<file path="config.mk">
export PLATFORM = sky130hd
export DESIGN_NAME = tile_scheduler
export DESIGN_NICKNAME = d
export VERILOG_FILES = /design/src/rtl/img_pkg.sv /design/src/rtl/tile_coord_counter.sv /design/src/rtl/tile_scheduler.sv
export SDC_FILE = /design/constraint.sdc
export NUM_CORES = 1
export LEC_CHECK = 0
export ABC_AREA = 1
export BUFFER_PORTS_ARGS = -buffer_cell sky130_fd_sc_hd__buf_2
export CORE_UTILIZATION = 58
export CTS_CLUSTER_SIZE = 28
export DETAILED_ROUTE_END_ITERATION = 10
export PLACE_DENSITY_LB_ADDON = 0.25
export SYNTH_ARGS = -nofsm -noshare
export SYNTH_HDL_FRONTEND = slang
export SYNTH_SLANG_ARGS = --single-unit
</file>
<file path="constraint.sdc">
create_clock -name clk -period 4.1 [get_ports clk]
set_clock_uncertainty 0.05 [all_clocks]
set_input_delay 0.41 -clock clk [delete_from_list [all_inputs] [get_ports clk]]
set_output_delay 0.41 -clock clk [all_outputs]
set_load 0.01 [all_outputs]
</file>
<file path="src/rtl/img_pkg.sv">
// Shared frame-geometry defaults and scheduler types for the image tiling path.
package img_pkg;
  localparam int IMG_WIDTH_DEF  = 400;
  localparam int IMG_HEIGHT_DEF = 300;
  localparam int COORD_W_DEF    = 9;

  typedef logic [COORD_W_DEF-1:0] coord_t;

  typedef enum logic [2:0] {
    S_IDLE,
    S_FETCH,
    S_LOAD,
    S_WAIT_EN,
    S_PROCESS,
    S_ADVANCE,
    S_DONE
  } sched_state_t;

  typedef logic [1:0] win_sub_t;
endpackage

</file>
<file path="src/rtl/tile_coord_counter.sv">
// Raster tile-origin counter: origins step by 2 across a row, then wrap to the next row pair.
module tile_coord_counter import img_pkg::*; #(
  parameter int IMG_WIDTH  = IMG_WIDTH_DEF,
  parameter int IMG_HEIGHT = IMG_HEIGHT_DEF,
  parameter int COORD_W    = COORD_W_DEF
) (
  input  logic               clk,
  input  logic               rst,
  input  logic               clear,
  input  logic               step,
  output logic [COORD_W-1:0] row,
  output logic [COORD_W-1:0] col,
  output logic               last
);
  localparam logic [COORD_W-1:0] LAST_ROW = COORD_W'(IMG_HEIGHT - 4);
  localparam logic [COORD_W-1:0] LAST_COL = COORD_W'(IMG_WIDTH - 4);

  assign last = (row == LAST_ROW) && (col == LAST_COL);

  // Stepping off the final tile returns to the origin so an idle frame reads (0,0).
  always_ff @(posedge clk) begin
    if (rst || clear) begin
      row <= '0;
      col <= '0;
    end else if (step) begin
      if (col < LAST_COL) begin
        col <= col + COORD_W'(2);
      end else begin
        col <= '0;
        row <= last ? '0 : row + COORD_W'(2);
      end
    end
  end
endmodule

</file>
<file path="src/rtl/tile_scheduler.sv">
// Frame sequencer for the 3x3 image_buffer: fetch a 4x4 tile, load it, then walk its 4 windows.
module tile_scheduler import img_pkg::*; #(
  parameter int IMG_WIDTH  = IMG_WIDTH_DEF,
  parameter int IMG_HEIGHT = IMG_HEIGHT_DEF,
  parameter int COORD_W    = COORD_W_DEF
) (
  input  logic               clk,
  input  logic               rst,
  input  logic               start,
  input  logic               fetch_ack,
  input  logic               calc_enable,
  input  logic               calc_done,
  output logic               fetch_req,
  output logic [COORD_W-1:0] fetch_row,
  output logic [COORD_W-1:0] fetch_col,
  output logic               load_enable,
  output logic [COORD_W-1:0] win_row,
  output logic [COORD_W-1:0] win_col,
  output logic               busy,
  output logic               frame_done
);
  sched_state_t       state, state_nxt;
  win_sub_t           sub;
  logic               tile_clear, tile_step, tile_last, win_fire;
  logic [COORD_W-1:0] win_row_q, win_col_q;

  assign win_fire = (state == S_PROCESS) && calc_enable && calc_done;

  tile_coord_counter #(
    .IMG_WIDTH (IMG_WIDTH),
    .IMG_HEIGHT(IMG_HEIGHT),
    .COORD_W   (COORD_W)
  ) u_tile (
    .clk  (clk),
    .rst  (rst),
    .clear(tile_clear),
    .step (tile_step),
    .row  (fetch_row),
    .col  (fetch_col),
    .last (tile_last)
  );

  always_ff @(posedge clk) begin
    if (rst) state <= S_IDLE;
    else     state <= state_nxt;
  end

  always_comb begin
    state_nxt = state;
    unique case (state)
      S_IDLE:    if (start)       state_nxt = S_FETCH;
      S_FETCH:   if (fetch_ack)   state_nxt = S_LOAD;
      S_LOAD:                     state_nxt = S_WAIT_EN;
      S_WAIT_EN: if (calc_enable) state_nxt = S_PROCESS;
      S_PROCESS: if (win_fire && sub == 2'd3) state_nxt = S_ADVANCE;
      S_ADVANCE:                  state_nxt = tile_last ? S_DONE : S_FETCH;
      S_DONE:                     state_nxt = S_IDLE;
      default:                    state_nxt = S_IDLE;
    endcase
  end

  always_comb begin
    fetch_req   = 1'b0;
    load_enable = 1'b0;
    busy        = 1'b0;
    frame_done  = 1'b0;
    tile_clear  = 1'b0;
    tile_step   = 1'b0;
    unique case (state)
      S_IDLE:    tile_clear = start;
      S_FETCH:   begin fetch_req = 1'b1; busy = 1'b1; end
      S_LOAD:    begin load_enable = 1'b1; busy = 1'b1; end
      S_WAIT_EN: busy = 1'b1;
      S_PROCESS: busy = 1'b1;
      S_ADVANCE: begin tile_step = 1'b1; busy = 1'b1; end
      S_DONE:    frame_done = 1'b1;
      default:   ;
    endcase
  end

  // Sub index is re-armed while waiting for the buffer so every tile starts at offset (0,0).
  always_ff @(posedge clk) begin
    if (rst)                     sub <= '0;
    else if (state == S_WAIT_EN) sub <= '0;
    else if (win_fire)           sub <= sub + 2'd1;
  end

  // Window coordinates are live in PROCESS and frozen at their last value elsewhere.
  assign win_row = (state == S_PROCESS) ? fetch_row + COORD_W'(sub[1]) : win_row_q;
  assign win_col = (state == S_PROCESS) ? fetch_col + COORD_W'(sub[0]) : win_col_q;

  always_ff @(posedge clk) begin
    if (rst) begin
      win_row_q <= '0;
      win_col_q <= '0;
    end else begin
      win_row_q <= win_row;
      win_col_q <= win_col;
    end
  end
endmodule

</file>
==> metrics.md, run 1 <==
| Metric | Value |
|---|---|
| YS warnings | 0 |
| Synth area leader | dfxtp_1 |
| Critical Path AT | roughly 2 ns |
| Post-synth top area share | 0.3741 |
| Post-synthesis register bit count | 39 |
| Tcrit/Tclk final | 0.6129 |
| Outcome | finished, final reports clean |
| Reg2reg path depth | 6 |
| Pre-CTS WS | slightly below 2 ns |
| Final hold violations | 0 |
| Dpl cells | a little under 400 |
| Synth area leaders | dfxtp_1, nand2_1, inv_1, nor2_1, a21oi_1 |
| Nets | 363 |
| Worst R2R Start | state[0] |
| Overall Global Routing Usage | 0.2566 |
| Required @ worst endpoint | around 3.6 ns |
| Synth-to-layout area growth | 16.01% |
| Seq/Total Area, Yosys | 0.3741 |
| Largest net degree at the start of global routing | 27 |
| CP Launch Type | register |
| Max-Cap Viols | 0 |
| Hold endpoint | sub[1] |
| Worst hold path type | primary input to register |
| Filler instances | approximately 290 |
| Leakage Power | 1.312 nW |
| Vias in the first global route | 1681 |
| Ys async rst share | 0 |
| H-Tree Depth | 2 |
| Slowest Stage Delay on Critical Path | roughly 0.55 ns |
| Maximum VDD drop | approximately 0.29 mV |
| Chip width | ~62 um |
| Initial core utilization | 0.6157 |
| Crit end category | output port |
| PortBufs | 43 |
| Slowest cell on the critical path | dfxtp_1 |
| Antenna violations before repair | 0 |
| Routed vias | 1995 |
| PnR worst setup slack | 1.587 ns |
| # rows | 21 |
| Endpoints failing setup | 0 |
| Post-DP Area | 2316 sq um |
| DRT iter0 DRCs | roughly 140 |
| Final wirelength | approximately 4500 um |
| Unique cell type count in the Yosys netlist | 33 |
| PostCTS Resize Cnt | 0 |
| Design Area, Final | ~2400 sq um |
| DPL Wire Length | 3358 um |
| Final core occ | 0.7143 |
| Clock Path Buffers | 2 |
| Root Buffer | clkbuf_4 |
| Post-Syn Area | ~2100 sq um |
| DR DRC count | 0 |
| Layout cells sized above 1 | 0.2096 |
| Pwr Density | between 300 and 400 nW/um^2 |
| Worst slew pin tran | 0.5531 ns |
| Avg Inst Size Synth | 6.798 sq um |
| Vias per inst | about 5 |
| Setup Buffers After CTS | 0 |
| Clock buffer count from CTS | 5 |
| Post-synth top flop | dfxtp_1 |
| Die footprint | around 3800 sq um |
| Crit-path leading delay family | simple AND/OR/NAND/NOR gates |
| CTS tree | done |
| Router iterations before antenna repair | 4 |
| Crit-path cells | nor2_4 > nand2_2 > inv_4 > or2_2 > o21ai_0 > inv_1 > buf_2 |
| Placer Congestion | 0.8397 |
| Antenna Cells | 0 |
| Mapped Cells | between 300 and 400 |
| Fmax | approximately 400 MHz |
| CP Buf/Inv Count | 3 |
| Routed length per placed instance | 11.33 um |
| Relative slew slack | 0.6284 |
| Crit path kind | register to output port |
| Area taken by flip-flops and latches | 780.7 sq um |
| Clk slew on worst S/H paths | 0.12 ns |
| Hold_buf cts | 0 |
| Tmin final | 2.513 ns |
| Core Footprint | roughly 3400 sq um |
| Routed Antenna Nets | 0 |
| Fin cells | ~400 |
| First-pass GRT wire length | 7141 um |
| Setup TNS | 0 ns |
| WHS | 0.2922 ns |
| Final Power | between 0.8 and 0.9 mW |
| RSZ-0062 raised after global routing | false |
| DIE HEIGHT | about 62 um |
| Clk_lat worst skew | ~0.36 ns |
| Slew Viols, Final | 0 |
| Hold depth | 3 |
| Clk sinks | 39 |
| Multi-input gate area | about 1100 sq um |
| Reg-to-reg endpoint | win_col_q[5] |
| Worst-path maximum fanout | 26 |
| R2R setup slack | roughly 2.4 ns |
| IO Count | 46 |
| Hold path start | calc_done |
| Number of enable flip-flop cells after synthesis | 0 |
| Grt total ovfl | 0 |
-- how the worst max path moves through the flow --
stage                     startpoint          to  slack (ns)  cells past startpoint
after global routing        state[0]  win_row[0]        1.42                      7
after detailed placement    state[0]  win_row[5]        1.99                      7
after CTS                   state[0]  win_row[5]        1.58                      7
after global placement      state[0]  win_row[1]        2.06                      7
after floorplan             state[0]  win_col[0]        2.43                      8
final                       state[0]  win_row[5]        1.59                      7
-- routing by layer --
| metal | up-vias | track usage | wire, um |
|---|---|---|---|
| met4 | 0 | 0.1175 | 76 |
| li1 | 1046 | - | - |
| met3 | 11 | 0.04969 | 230 |
| met2 | 57 | 0.4058 | 2093 |
| met1 | 881 | 0.3376 | 2120 |
| met5 | - | 0 | 0 |
-- cell type report --
class / instances / area share
multi-input cells: 210 / 0.4382
repair buffers: 43 / 0.08889
clock inverters: 3 / 0.02791
flip-flops and latches: 39 / 0.3225
well taps: 46 / 0.02377
inverters: 53 / 0.08320
clock buffers: 5 / 0.01550
-- state kept, by name, summed over array words and instances (netlist names) --
register	count
sub	2
win_col_q	9
u_tile.row	8
win_row_q	9
state	3
u_tile.col	8
-- placed cells by master (no fill, tap or decap), types with 2 or more instances in the layout --
cell type  Yosys  routed
buf_2          2      43
a211oi_1       2       2
conb_1         1       4
bufinv_16      0       2
inv_1         49      49
clkbuf_4       0       5
dfxtp_1       39      39
nor3_1        12      12
ha_1           5       5
o21ai_0       15      15
nand3_4        2       2
nand2_1       54      54
o21ai_2        2       2
xor2_1         6       6
nand4_1        3       3
a21oi_1       20      20
nor2_1        45      45
or2_2         11      11
inv_2          3       3
nand3_1       18      18
-- power by group --
group          internal, mW  switching [mW]  leakage [nW]
clock network         0.189           0.137        0.0514
logic                0.0624          0.0994         0.946
registers             0.393          0.0155         0.315
total                 0.645           0.252          1.31
-- worst register-to-register path, cell delays in order, from the launching register on --
cell,delay [ns]
dfxtp_1,0.55
nor2_4,0.08
nand2_2,0.26
inv_4,0.17
or2_2,0.30
o21ai_0,0.12
nor2_1,0.06
-- Yosys cell counts, types with 3 or more instances --
cell type and count:
or2_2 11, o21ai_0 15, ha_1 5, inv_1 49, dfxtp_1 39, xor2_1 6, a21oi_1 20, nor3_1 12
nand3_1 18, nand4_1 3, nor2_1 45, nand2_1 54, inv_2 3
-- cell families (layout without fill, tap and decap cells) --
family                     Yosys count  after routing  synth area share
other                                1              4          0.001797
adders and majority gates            5              5           0.02998
and+or+nand+nor                    154            154            0.3393
buffers and inverters               61            104            0.1229
DFF                                 39             39            0.3741
xor gates and xnor gates             7              7           0.02938
AOI/OAI and AO/OA                   40             40            0.1025
(Power assumes the default switching activity.)
==> run 2: changes to the inputs <==
--- a/config.mk
+++ b/config.mk
@@ -7,7 +7,7 @@
 export LEC_CHECK = 0
 export ABC_AREA = 1
 export BUFFER_PORTS_ARGS = -buffer_cell sky130_fd_sc_hd__buf_2
-export CORE_UTILIZATION = 58
+export CORE_UTILIZATION = 48
 export CTS_CLUSTER_SIZE = 28
 export DETAILED_ROUTE_END_ITERATION = 10
 export PLACE_DENSITY_LB_ADDON = 0.25
==> constraint.sdc (replaced) <==
create_clock -name clk -period 2.2 [get_ports clk]
set_clock_uncertainty 0.05 [all_clocks]
set_input_delay 0.22 -clock clk [delete_from_list [all_inputs] [get_ports clk]]
set_output_delay 0.22 -clock clk [all_outputs]
set_load 0.01 [all_outputs]
==> metrics.md, run 2 (synthesis results as in run 1) <==
| Metric | Value |
|---|---|
| First-pass GRT wire length | 7458 um (+4.4%) |
| Final Power | 1.761 mW (+96%) |
| Reg2reg path depth | 9 (+3) |
| Placer Congestion | 0.8552 (+1.8%) |
| Routed length per placed instance | 11.22 um (-0.96%) |
| R2R setup slack | 0.54 ns (-1.87 ns) |
| CTS tree | done |
| Worst-path maximum fanout | 26 (unchanged) |
| Antenna violations before repair | 0 (unchanged) |
| Slew Viols, Final | 0 (unchanged) |
| Die footprint | 4616 sq um (+20%) |
| PortBufs | 43 (unchanged) |
| P_sw | 0.4571 mW (+81%) |
| Hold path start | calc_done |
| Fmax | 501.6 MHz |
| Hold endpoint | sub[1] |
| Layout cells sized above 1 | 0.2135 (+0.003851) |
| Crit-path leading delay family | flip-flops |
| CP Buf/Inv Count | 3 (unchanged) |
| Initial core utilization | 0.5107 (-0.1050) |
| Crit-path cells | nor2_4 > nand2_2 > inv_4 > or2_2 > o21ai_0 > inv_1 > buf_2 |
| Worst slew pin tran | 0.5164 ns (-0.03673 ns) |
| Endpoints failing setup | 0 (unchanged) |
| Comb pwr share | 0.169 (-0.012) |
| Worst hold path type | primary input to register |
| Flop pwr share | 0.432 (-0.023) |
| Setup TNS | 0 ns (unchanged) |
| Outcome | finished, final reports clean |
| Routed vias | 2000 (+0.25%) |
| # rows | 23 (+9.5%) |
| IO Count | 46 (unchanged) |
| RSZ-0062 raised after global routing | false |
| Clock buffer count from CTS | 5 (unchanged) |
| Commonest non-fill, non-tap cells in the layout | nand2_1, inv_1, nor2_1 |
| CP startpoint | state[0] |
| Core Footprint | 4086 sq um (+21%) |
| Slowest cell on the critical path | dfxtp_1 |
| Clock Path Buffers | 2 (unchanged) |
| Final wirelength | 4555 um (+0.77%) |
| Chip width | 67.94 um (+9.6%) |
| Required @ worst endpoint | 1.93 ns (-1.71 ns) |
| Hold depth | 3 (unchanged) |
| Pwr Density | 711.0 nW/um^2 (+92%) |
| Root Buffer | clkbuf_8 |
| Tmin final | around 2 ns |
| P_int | 1.303 mW (+100%) |
| Overall Global Routing Usage | 0.2172 (-0.03939) |
| Largest net degree at the start of global routing | 27 (unchanged) |
| Vias in the first global route | 1717 (+2.1%) |
| Routed Antenna Nets | 0 (unchanged) |
| Commonest non-fill, non-tap cell in the layout | nand2_1 |
| Maximum VDD drop | 0.4256 mV (+49%) |
| Critical Path AT | 1.72 ns (-0.33 ns) |
| CP Launch Type | register |
| Biggest regs | win_col_q (9), win_row_q (9) |
| Final hold violations | 0 (unchanged) |
| Clock power frac | 0.399 (+0.035) |
| Tcrit/Tclk final | 0.9061 |
| Clk_lat worst skew | 0.29 ns (-0.07 ns) |
| Antenna Cells | 0 (unchanged) |
| DRT iter0 DRCs | 100 (-30%) |
| Hold_buf cts | 0 (unchanged) |
| Leakage Power | 1.340 nW (+2.2%) |
| Clk sinks | 39 (unchanged) |
| Slowest Stage Delay on Critical Path | 0.54 ns (about the same) |
| Grt total ovfl | 0 (unchanged) |
| Reg-to-reg endpoint | u_tile.row[8] |
| Sw Ratio | 0.2596 (-0.02168) |
| Synth-to-layout area growth | 18.64% |
| DR DRC count | 0 (unchanged) |
| Crit path kind | register to output port |
| DIE HEIGHT | 67.94 um (+9.6%) |
| DPL Wire Length | 3272 um (-2.6%) |
| Worst R2R Start | u_tile.row[5] |
| Crit end category | output port |
| PostCTS Resize Cnt | 0 (unchanged) |
| Relative slew slack | 0.6531 (+0.02468) |
| Max-Cap Viols | 0 (unchanged) |
| Router iterations before antenna repair | 4 (unchanged) |
| H-Tree Depth | 2 (unchanged) |
| Nets | 366 (+0.83%) |
| Clk slew on worst S/H paths | 0.07 ns (-0.05 ns) |
| Setup Buffers After CTS | 0 (unchanged) |
| Vias per inst | 4.926 (-1.5%) |
==> run 2: changes by cell type in the layout (fill, tap and decap cells not counted) <==
cell        delta
clkbuf_4       -5
clkbuf_1       +1
clkinvlp_4     -1
buf_4          +3
clkbuf_8       +5
==> run 2: layer usage <==
metal	vias up	share of wire	track usage
li1	1048	-	-
met4	0	0.016	0.09375
met1	877	0.46	0.2737
met2	69	0.46	0.3480
met5	-	0	0
met3	6	0.062	0.05500
==> run 2: worst min-delay path: cells and delay by family <==
family,cells,cell delay (ns)
AO/OA/AOI/OAI,1,0.07
buffers and inverters,1,0.11
AND/OR/NAND/NOR,1,0.08
==> run 2: stage by stage <==
step                  util  cell area, sq um  hold WS [ns]  setup slack, ns  instances
floorplan                -              2098        0.3394           0.7195        310
global placement    0.5735              2344        0.4092           0.5900        398
detailed placement  0.5735              2344        0.4165           0.5036        398
CTS                 0.6059              2476        0.1762           0.1767        406
global route        0.6059              2476        0.2063          0.06552        406
finish              0.6059              2476        0.1836           0.2065        406
==> run 2: how the worst max path moves through the flow <==
stage	endpoint	slack, ns	cells after the start
after floorplan	win_col[0]	0.72	8
after global placement	win_row[1]	0.59	7
after detailed placement	win_row[5]	0.50	7
after CTS	win_row[5]	0.18	7
after global routing	win_col[1]	0.07	7
final	win_row[5]	0.21	7
==> run 2: power groups by stage <==
| stage | registers (mW) | logic [mW] | clock network, mW |
|---|---|---|---|
| 2_1_floorplan | 0.760 | 0.244 | 0 |
| 3_3_place_gp | 0.776 | 0.297 | 0 |
| 3_5_place_dp | 0.777 | 0.300 | 0 |
| 4_1_cts | 0.761 | 0.302 | 0.717 |
| 5_1_grt | 0.766 | 0.343 | 0.746 |
| 6_report | 0.761 | 0.298 | 0.702 |
==> run 2: cell type report <==
cell class	instances	area, sq um
inverters	53	201.4
clock inverters	2	60.06
well taps	50	62.56
fillers	403	1610
multi-input cells	210	1061
clock buffers	6	72.57
repair buffers	46	237.7
flip-flops and latches	39	780.7
